$ cat src/rtl/aac_result_drain_pkg.sv
`default_nettype none
// ============================================================================
// Module      : aac_pkg
// Description : Shared constants, result record and saturation helpers for
//               the AAC result drain (reader side of the adder-accumulator).
// Revision    : 1.0 - initial release
// ============================================================================
package aac_pkg;

  // Accumulator width is fixed by the AAC datapath.
  localparam int ACC_W = 28;
  localparam int OUT_W = 16;

  localparam logic signed [OUT_W-1:0] SAT_MAX = {1'b0, {(OUT_W-1){1'b1}}};
  localparam logic signed [OUT_W-1:0] SAT_MIN = {1'b1, {(OUT_W-1){1'b0}}};

  // One buffered row result.
  typedef struct packed {
    logic                    sat;
    logic signed [OUT_W-1:0] data;
  } aac_res_t;

  // Largest w-bit signed value, expressed in the ACC_W+1 compare domain.
  function automatic logic signed [ACC_W:0] sat_hi(input int w);
    logic signed [ACC_W:0] r;
    r = '0;
    for (int i = 0; i < w - 1; i++) r[i] = 1'b1;
    return r;
  endfunction

  // Smallest w-bit signed value, expressed in the ACC_W+1 compare domain.
  function automatic logic signed [ACC_W:0] sat_lo(input int w);
    logic signed [ACC_W:0] r;
    r = '1;
    for (int i = 0; i < w - 1; i++) r[i] = 1'b0;
    return r;
  endfunction

  // Shifts beyond ACC_W-1 leave only sign bits, so clamp there.
  function automatic logic [4:0] clamp_shift(input logic [4:0] s);
    return (s > 5'd27) ? 5'd27 : s;
  endfunction

endpackage
`default_nettype wire

$ cat src/rtl/aac_result_drain_fifo.sv
`default_nettype none
// ============================================================================
// Module      : aac_res_fifo
// Description : DEPTH x W synchronous FIFO with full/empty/count. A push that
//               arrives while full is only taken when a pop happens in the
//               same cycle; otherwise it is ignored (caller flags the drop).
// Ports       : clk, reset_n        - clock, async active-low reset
//               push_i / wdata_i    - write request and data
//               pop_i               - read request (head advances)
//               rdata_o             - head entry
//               full_o/empty_o      - occupancy flags
//               count_o             - entries held
// Revision    : 1.0 - initial release
// ============================================================================
module aac_res_fifo #(
  parameter int W     = 17,
  parameter int DEPTH = 4
) (
  input  logic                       clk,
  input  logic                       reset_n,
  input  logic                       push_i,
  input  logic                       pop_i,
  input  logic [W-1:0]               wdata_i,
  output logic [W-1:0]               rdata_o,
  output logic                       full_o,
  output logic                       empty_o,
  output logic [$clog2(DEPTH):0]     count_o
);

  localparam int AW = $clog2(DEPTH);
  localparam int CW = AW + 1;
  localparam logic [CW-1:0] DEPTH_C = CW'(DEPTH);

  logic [W-1:0]  mem_q [DEPTH];
  logic [AW-1:0] wr_ptr_q, rd_ptr_q;
  logic [CW-1:0] count_q, count_d;
  logic          do_push, do_pop;

  assign full_o  = (count_q == DEPTH_C);
  assign empty_o = (count_q == '0);
  assign count_o = count_q;
  assign rdata_o = mem_q[rd_ptr_q];

  assign do_pop  = pop_i & ~empty_o;
  // When full, the slot freed by a simultaneous pop takes the new entry.
  assign do_push = push_i & (~full_o | do_pop);

  always_comb begin
    count_d = count_q;
    case ({do_push, do_pop})
      2'b10:   count_d = count_q + 1'b1;
      2'b01:   count_d = count_q - 1'b1;
      default: count_d = count_q;
    endcase
  end

  // Pointer wrap is implicit: DEPTH is a power of two.
  always_ff @(posedge clk or negedge reset_n) begin
    if (!reset_n) begin
      wr_ptr_q <= '0;
      rd_ptr_q <= '0;
      count_q  <= '0;
    end else begin
      if (do_push) wr_ptr_q <= wr_ptr_q + 1'b1;
      if (do_pop)  rd_ptr_q <= rd_ptr_q + 1'b1;
      count_q <= count_d;
    end
  end

  always_ff @(posedge clk) begin
    if (do_push) mem_q[wr_ptr_q] <= wdata_i;
  end

endmodule
`default_nettype wire

$ cat src/rtl/aac_result_drain.sv
`default_nettype none
// ============================================================================
// Module      : aac_result_drain
// Description : Reader side of the AAC adder-accumulator. Samples the running
//               sum one cycle after the last beat of a row, rescales and
//               saturates it to OUT_W bits, buffers it and hands it downstream
//               over valid/ready.
// Config      : `AAC_DRAIN_ROUND_EN - round half up before the shift
//               (undefined: plain truncating arithmetic shift).
// Ports       : clk, reset_n             - clock, async active-low reset
//               beat_valid, beat_last    - beat stream into the AAC
//               acc_sum                  - AAC running sum (signed)
//               cfg_shift                - arithmetic right-shift amount
//               clr_ovf                  - clears sticky ovf
//               acc_ready                - room for another row result
//               res_valid/ready/data/sat - result handshake
//               ovf                      - sticky: a result was dropped
//               rows_done                - results pushed (wraps)
// Revision    : 1.0 - initial release
// ============================================================================
module aac_result_drain
  import aac_pkg::*;
#(
  parameter int OUT_W = 16,
  parameter int DEPTH = 4
) (
  input  logic                    clk,
  input  logic                    reset_n,
  input  logic                    beat_valid,
  input  logic                    beat_last,
  input  logic [ACC_W-1:0]        acc_sum,
  input  logic [4:0]              cfg_shift,
  input  logic                    clr_ovf,
  output logic                    acc_ready,
  output logic                    res_valid,
  input  logic                    res_ready,
  output logic [OUT_W-1:0]        res_data,
  output logic                    res_sat,
  output logic                    ovf,
  output logic [15:0]             rows_done
);

  localparam int CW = $clog2(DEPTH) + 1;
  localparam logic [CW:0] DEPTH_C = (CW+1)'(DEPTH);
  localparam logic signed [ACC_W:0] HI = sat_hi(OUT_W);
  localparam logic signed [ACC_W:0] LO = sat_lo(OUT_W);

  logic        cap_pend_q;
  logic        ovf_q, ovf_d;
  logic [15:0] rows_q;

  logic [4:0]              sh;
  logic signed [ACC_W:0]   ext, v;
  logic [OUT_W-1:0]        data_w;
  logic                    sat_w;

  logic [OUT_W:0]  fifo_rdata;
  logic            fifo_full, fifo_empty, pop, push_ok, drop;
  logic [CW-1:0]   fifo_count;
  logic [CW:0]     occ;

  // ---- scaling and saturation (evaluated in the capture cycle) ----
  assign sh  = clamp_shift(cfg_shift);
  assign ext = {acc_sum[ACC_W-1], acc_sum};

`ifdef AAC_DRAIN_ROUND_EN
  logic signed [ACC_W:0] rnd;
  always_comb begin
    rnd = '0;
    if (sh != 5'd0) rnd[sh - 5'd1] = 1'b1;
  end
  // One spare bit absorbs the rounding carry of the most positive sum.
  assign v = (ext + rnd) >>> sh;
`else
  assign v = ext >>> sh;
`endif

  always_comb begin
    data_w = v[OUT_W-1:0];
    sat_w  = 1'b0;
    if (v > HI) begin
      data_w = HI[OUT_W-1:0];
      sat_w  = 1'b1;
    end else if (v < LO) begin
      data_w = LO[OUT_W-1:0];
      sat_w  = 1'b1;
    end
  end

  // ---- FIFO control ----
  assign pop     = res_valid & res_ready;
  assign push_ok = cap_pend_q & (~fifo_full | pop);
  assign drop    = cap_pend_q & fifo_full & ~pop;

  aac_res_fifo #(
    .W     (OUT_W + 1),
    .DEPTH (DEPTH)
  ) u_fifo (
    .clk     (clk),
    .reset_n (reset_n),
    .push_i  (cap_pend_q),
    .pop_i   (pop),
    .wdata_i ({sat_w, data_w}),
    .rdata_o (fifo_rdata),
    .full_o  (fifo_full),
    .empty_o (fifo_empty),
    .count_o (fifo_count)
  );

  // A pending capture already owns a slot, so count it against the depth.
  assign occ       = {1'b0, fifo_count} + {{CW{1'b0}}, cap_pend_q};
  assign acc_ready = (occ < DEPTH_C);

  // Head is forced to zero when empty so outputs are defined out of reset.
  assign res_valid = ~fifo_empty;
  assign res_data  = fifo_empty ? '0 : fifo_rdata[OUT_W-1:0];
  assign res_sat   = ~fifo_empty & fifo_rdata[OUT_W];

  // A new drop wins over a simultaneous clear.
  assign ovf_d     = drop | (ovf_q & ~clr_ovf);
  assign ovf       = ovf_q;
  assign rows_done = rows_q;

  always_ff @(posedge clk or negedge reset_n) begin
    if (!reset_n) begin
      cap_pend_q <= 1'b0;
      ovf_q      <= 1'b0;
      rows_q     <= '0;
    end else begin
      cap_pend_q <= beat_valid & beat_last;
      ovf_q      <= ovf_d;
      if (push_ok) rows_q <= rows_q + 16'd1;
    end
  end

endmodule
`default_nettype wire
$ cat config.mk
export PLATFORM = sky130hd
export DESIGN_NAME = aac_result_drain
export DESIGN_NICKNAME = d
export VERILOG_FILES = /design/src/rtl/aac_result_drain_pkg.sv /design/src/rtl/aac_result_drain_fifo.sv /design/src/rtl/aac_result_drain.sv
export SDC_FILE = /design/constraint.sdc
export NUM_CORES = 1
export LEC_CHECK = 0
export CORE_ASPECT_RATIO = 1.5
export CORE_MARGIN = 3
export CORE_UTILIZATION = 56
export DETAILED_ROUTE_END_ITERATION = 12
export PLACE_DENSITY_LB_ADDON = 0.15
export SLEW_MARGIN = 20
export SYNTH_ARGS = -nofsm -noshare
export SYNTH_HDL_FRONTEND = slang
export SYNTH_SLANG_ARGS = --single-unit
$ cat constraint.sdc
create_clock -name clk -period 2.75 [get_ports clk]
set_clock_uncertainty 0.2 [all_clocks]
set_input_delay 0.275 -clock clk [delete_from_list [all_inputs] [get_ports clk]]
set_output_delay 0.275 -clock clk [all_outputs]
set_load 0.1 [all_outputs]
==> results.cfg, run 1 <==
[drt]
viasPerCell = 6.24
drtAntennaViolNets = 0
drt_wl_total_um = 18300
routedWlPerCell_um = 22.2
dr.pass1.iters = 5
via_count = 5169
drt_iter0_drc = 425
drc = 0

[timing]
tightest_slew_ns = 0.691
hold_viol_final = 0
relSlewSlack_pct = 53.3
period_needed_ns = 2.74
max_freq_ghz = 0.366
worst_slack_ns = 0.0145
slew_viol_final = 0
finalCritPeriodShare_pct = 99.5
finalSetupViolations = 0

[setup_path]
path_max_fanout = 6
startpoint_type = primary input
slowest_delay_ns = 0.40
critPathKind = in -> reg
slowest_stage = o211ai_1
endpoint_kind = flip-flop
cp.buffers_inverters = 3
cp_data_arrival_time_ns = 2.64
worstPathRequired_ns = 2.65
crit_top_cell = buf_4
critPathTopFamily = compound AO/OA/AOI/OAI gates
cp_cell_sequence = dlygate4sd2_1 -> buf_4 -> a31o_4 -> nand2_1 -> a22o_1 -> a221o_1 -> a2111oi_4 -> buf_4 -> a21oi_4 -> o211ai_1

[finish]
drive_gt1_share_pct = 39.6
area_delta_synth_final_pct = 41.8
final_area_um2 = 8320
fillCellCount = 576
multi_input_area_um2 = 3160
register_area_um2 = 2670
nNetsFinal = 728
diodes = 0

[clock_network]
root_buffer = clkbuf_16
clk_path_buf_depth = 2
cts_made_buffers = 9
cts_htree_levels = 3
cts_tree = built
clk_pin_slew_ns = 0.07
clk_latency_ns = 0.34
cts.sinks = 93
hold_buffers = 0

[logic_synthesis]
synth_top_family_by_area = multiplexers
synth.largest_area_cell = edfxtp_1
synth.avg_cell_area_um2 = 11.6
syn_inst = 505
ys_ff_latch = 93
synthXorXnorAreaFrac_pct = 3.13
synthTopCellsByArea = edfxtp_1 (35%), dfrtp_1 (11%), mux4_2 (8.1%)
async_flop_share_pct = 26.9
synth-simple-area-share_pct = 12.8
syn-cell-area_um2 = 5870
yosysSeqAreaShare_pct = 45.5
synthMuxAreaShare_pct = 17.3
synth_top_area_share_pct = 34.8
synth-adder-area-share_pct = 1.62
synth_fp_nets = 551
synth_compound_area_share_pct = 14.8
synth-edff-count = 68
synth-warning-count = 0
ys.flop_type = edfxtp_1
synth_cell_types = 75

[placed_design]
port_buffers = 74
placed_cell_area_um2 = 7530
gp_congestion = 0.921
hpwl_um = 12100
dp_slack_ns = -0.598

[power]
power.density_nw_per_um2 = 926
ir_worst_vdd_v = 0.000769
p_leak_nw = 3.38

[floorplanning]
core-area_um2 = 10200
start_util_pct = 57.6
die_w_um = 89.6
rows = 45
dieHeight_um = 131
dieArea_um2 = 11800
ios = 75

[flow_run]
cap_viol_max_count = 0

[global_route]
grt_max_degree = 26
antenna_found_initial = 0
overflow = 0
grt_pass1_wl_um = 28300
grt_pass1_vias = 5335
grt_usage_pct = 31.4

[min_path]
hold_path_class = in -> async

[run_status]
status = finished, final reports clean
[per-layer routing]
layer	wire length, um	track usage [%]
met3	932	4.33
met2	10100	55.0
met5	0	0
met4	1070	18.7
met1	6280	34.5
[Yosys cell counts, types with 3 or more instances]
master / number
edfxtp_1: 68
nand2_1: 51
mux2i_1: 39
nor2_1: 26
and2_1: 25
dfrtp_1: 25
mux4_2: 21
a21oi_1: 15
o21ai_0: 15
clkbuf_1: 13
o21ai_1: 13
inv_1: 12
mux2_2: 12
nand3_1: 12
xnor2_1: 12
buf_6: 9
xor2_1: 9
buf_2: 7
nor3_1: 7
ha_1: 6
o211ai_1: 6
a221o_1: 5
nand4_1: 5
nor2b_1: 5
a211oi_1: 4
a22oi_1: 4
a31oi_1: 4
and3_1: 4
nand2b_1: 4
buf_1: 3
buf_4: 3
o221ai_1: 3
o22ai_1: 3
o32ai_1: 3
[cell type report]
type                            instances  area share [%]
Timing Repair Buffer                  202            23.3
Clock buffer                           10            2.75
Inverter                               14           0.632
Clock inverter                          6            1.13
Multi-Input combinational cell        362            38.0
Tap cell                              141            2.12
Sequential cell                        93            32.1
[per-stage QoR]
| stage | power [W] | util [%] | cells | hold WS (ns) | TNS, ns |
|---|---|---|---|---|---|
| 4_1_cts | 0.00766 | 80.8 | 826 | 0.104 | 0 |
| 3_5_place_dp | 0.00621 | 73.9 | 791 | 0.267 | -35.54 |
| 5_1_grt | 0.00795 | 81.6 | 828 | 0.131 | -0.105 |
| 6_report | 0.00770 | 81.6 | 828 | 0.0963 | 0 |
| 2_1_floorplan | 0.00471 | - | 505 | -0.221 | 0 |
| 3_3_place_gp | 0.00612 | 73.9 | 791 | 0.258 | -30.54 |
[layout by cell type, fill, tap and decap left out, types with 6 or more instances in the layout]
master,Yosys,layout
buf_4,3,131
edfxtp_1,68,68
nand2_1,51,51
mux2i_1,39,36
and2_1,25,25
nor2_1,26,25
dfrtp_1,25,25
clkdlybuf4s50_1,0,25
mux4_2,21,21
buf_12,0,21
a21oi_1,15,14
nand3_1,12,12
xnor2_1,12,12
inv_1,12,11
mux2_2,12,10
o21ai_0,15,10
xor2_1,9,9
clkbuf_16,0,9
buf_6,9,9
dlygate4sd2_1,0,9
o21ai_1,13,7
o21ai_2,0,7
o211ai_1,6,6
ha_1,6,6
[path summary, 6_finish.rpt]
check	cells after the start	slack (ns)	startpoint	to
worst max-delay path	10	0.01	cfg_shift[3]	u_fifo.mem_q[1][12]$_DFFE_PP_
min in group clk	1	0.27	rows_done[15]$_DFFE_PN0P_	rows_done[15]$_DFFE_PN0P_
worst max register to register	9	0.24	u_fifo.count_o[1]$_DFFE_PN0P_	u_fifo.count_o[2]$_DFFE_PN0P_
worst min-delay path	2	0.1	reset_n	rows_done[14]$_DFFE_PN0P_
worst min register to register	1	0.27	rows_done[15]$_DFFE_PN0P_	rows_done[15]$_DFFE_PN0P_
max in group asynchronous	2	2.00	reset_n	rows_done[1]$_DFFE_PN0P_
[worst register-to-register path: cells and delay by family (launching register included)]
kind / cells / cell delay, ns
adder cells (fa/ha/maj): 2 / 0.58
AND/OR/NAND/NOR: 3 / 0.67
XOR/XNOR: 2 / 0.36
flip-flops: 1 / 0.44
buffers and inverters: 2 / 0.17
[cells by family (layout without fill, tap and decap cells)]
logic type,count (synthesis),in the layout
compound gates,109,109
xor+xnor,21,21
fa+ha+maj,7,7
buf+inv,50,232
flops,93,93
mux,73,73
simple gates,152,152
[registers in the layout, indices dropped and copies added (netlist names)]
| name | flops |
|---|---|
| u_fifo.wr_ptr_q | 2 |
| rows_done | 16 |
| u_fifo.rd_ptr_q | 2 |
| ovf | 1 |
| u_fifo.mem_q | 68 |
| cap_pend_q | 1 |
| u_fifo.count_o | 3 |
[report_power, final]
| group | switching (W) | internal [W] |
|---|---|---|
| combinational | 0.00286 | 0.00162 |
| sequential | 0.000139 | 0.00174 |
| clock | 0.000529 | 0.000805 |
[timing repair]
action / CTS / global route
pin swaps: 19 / 9
endpoints found under the setup margin: 64 / 65
cloned: 4 / 1
buffers inserted: 15 / 2
resized for setup: 57 / 26
hold endpoints to repair: 0 / 0
Power figures use the tool's default switching activity.
==> inputs of run 2 (changes only) <==
Settings changed: CAP_MARGIN set to 40.
==> results of run 2 <==
The final DEF is identical to that of run 1; final timing and power are the same.
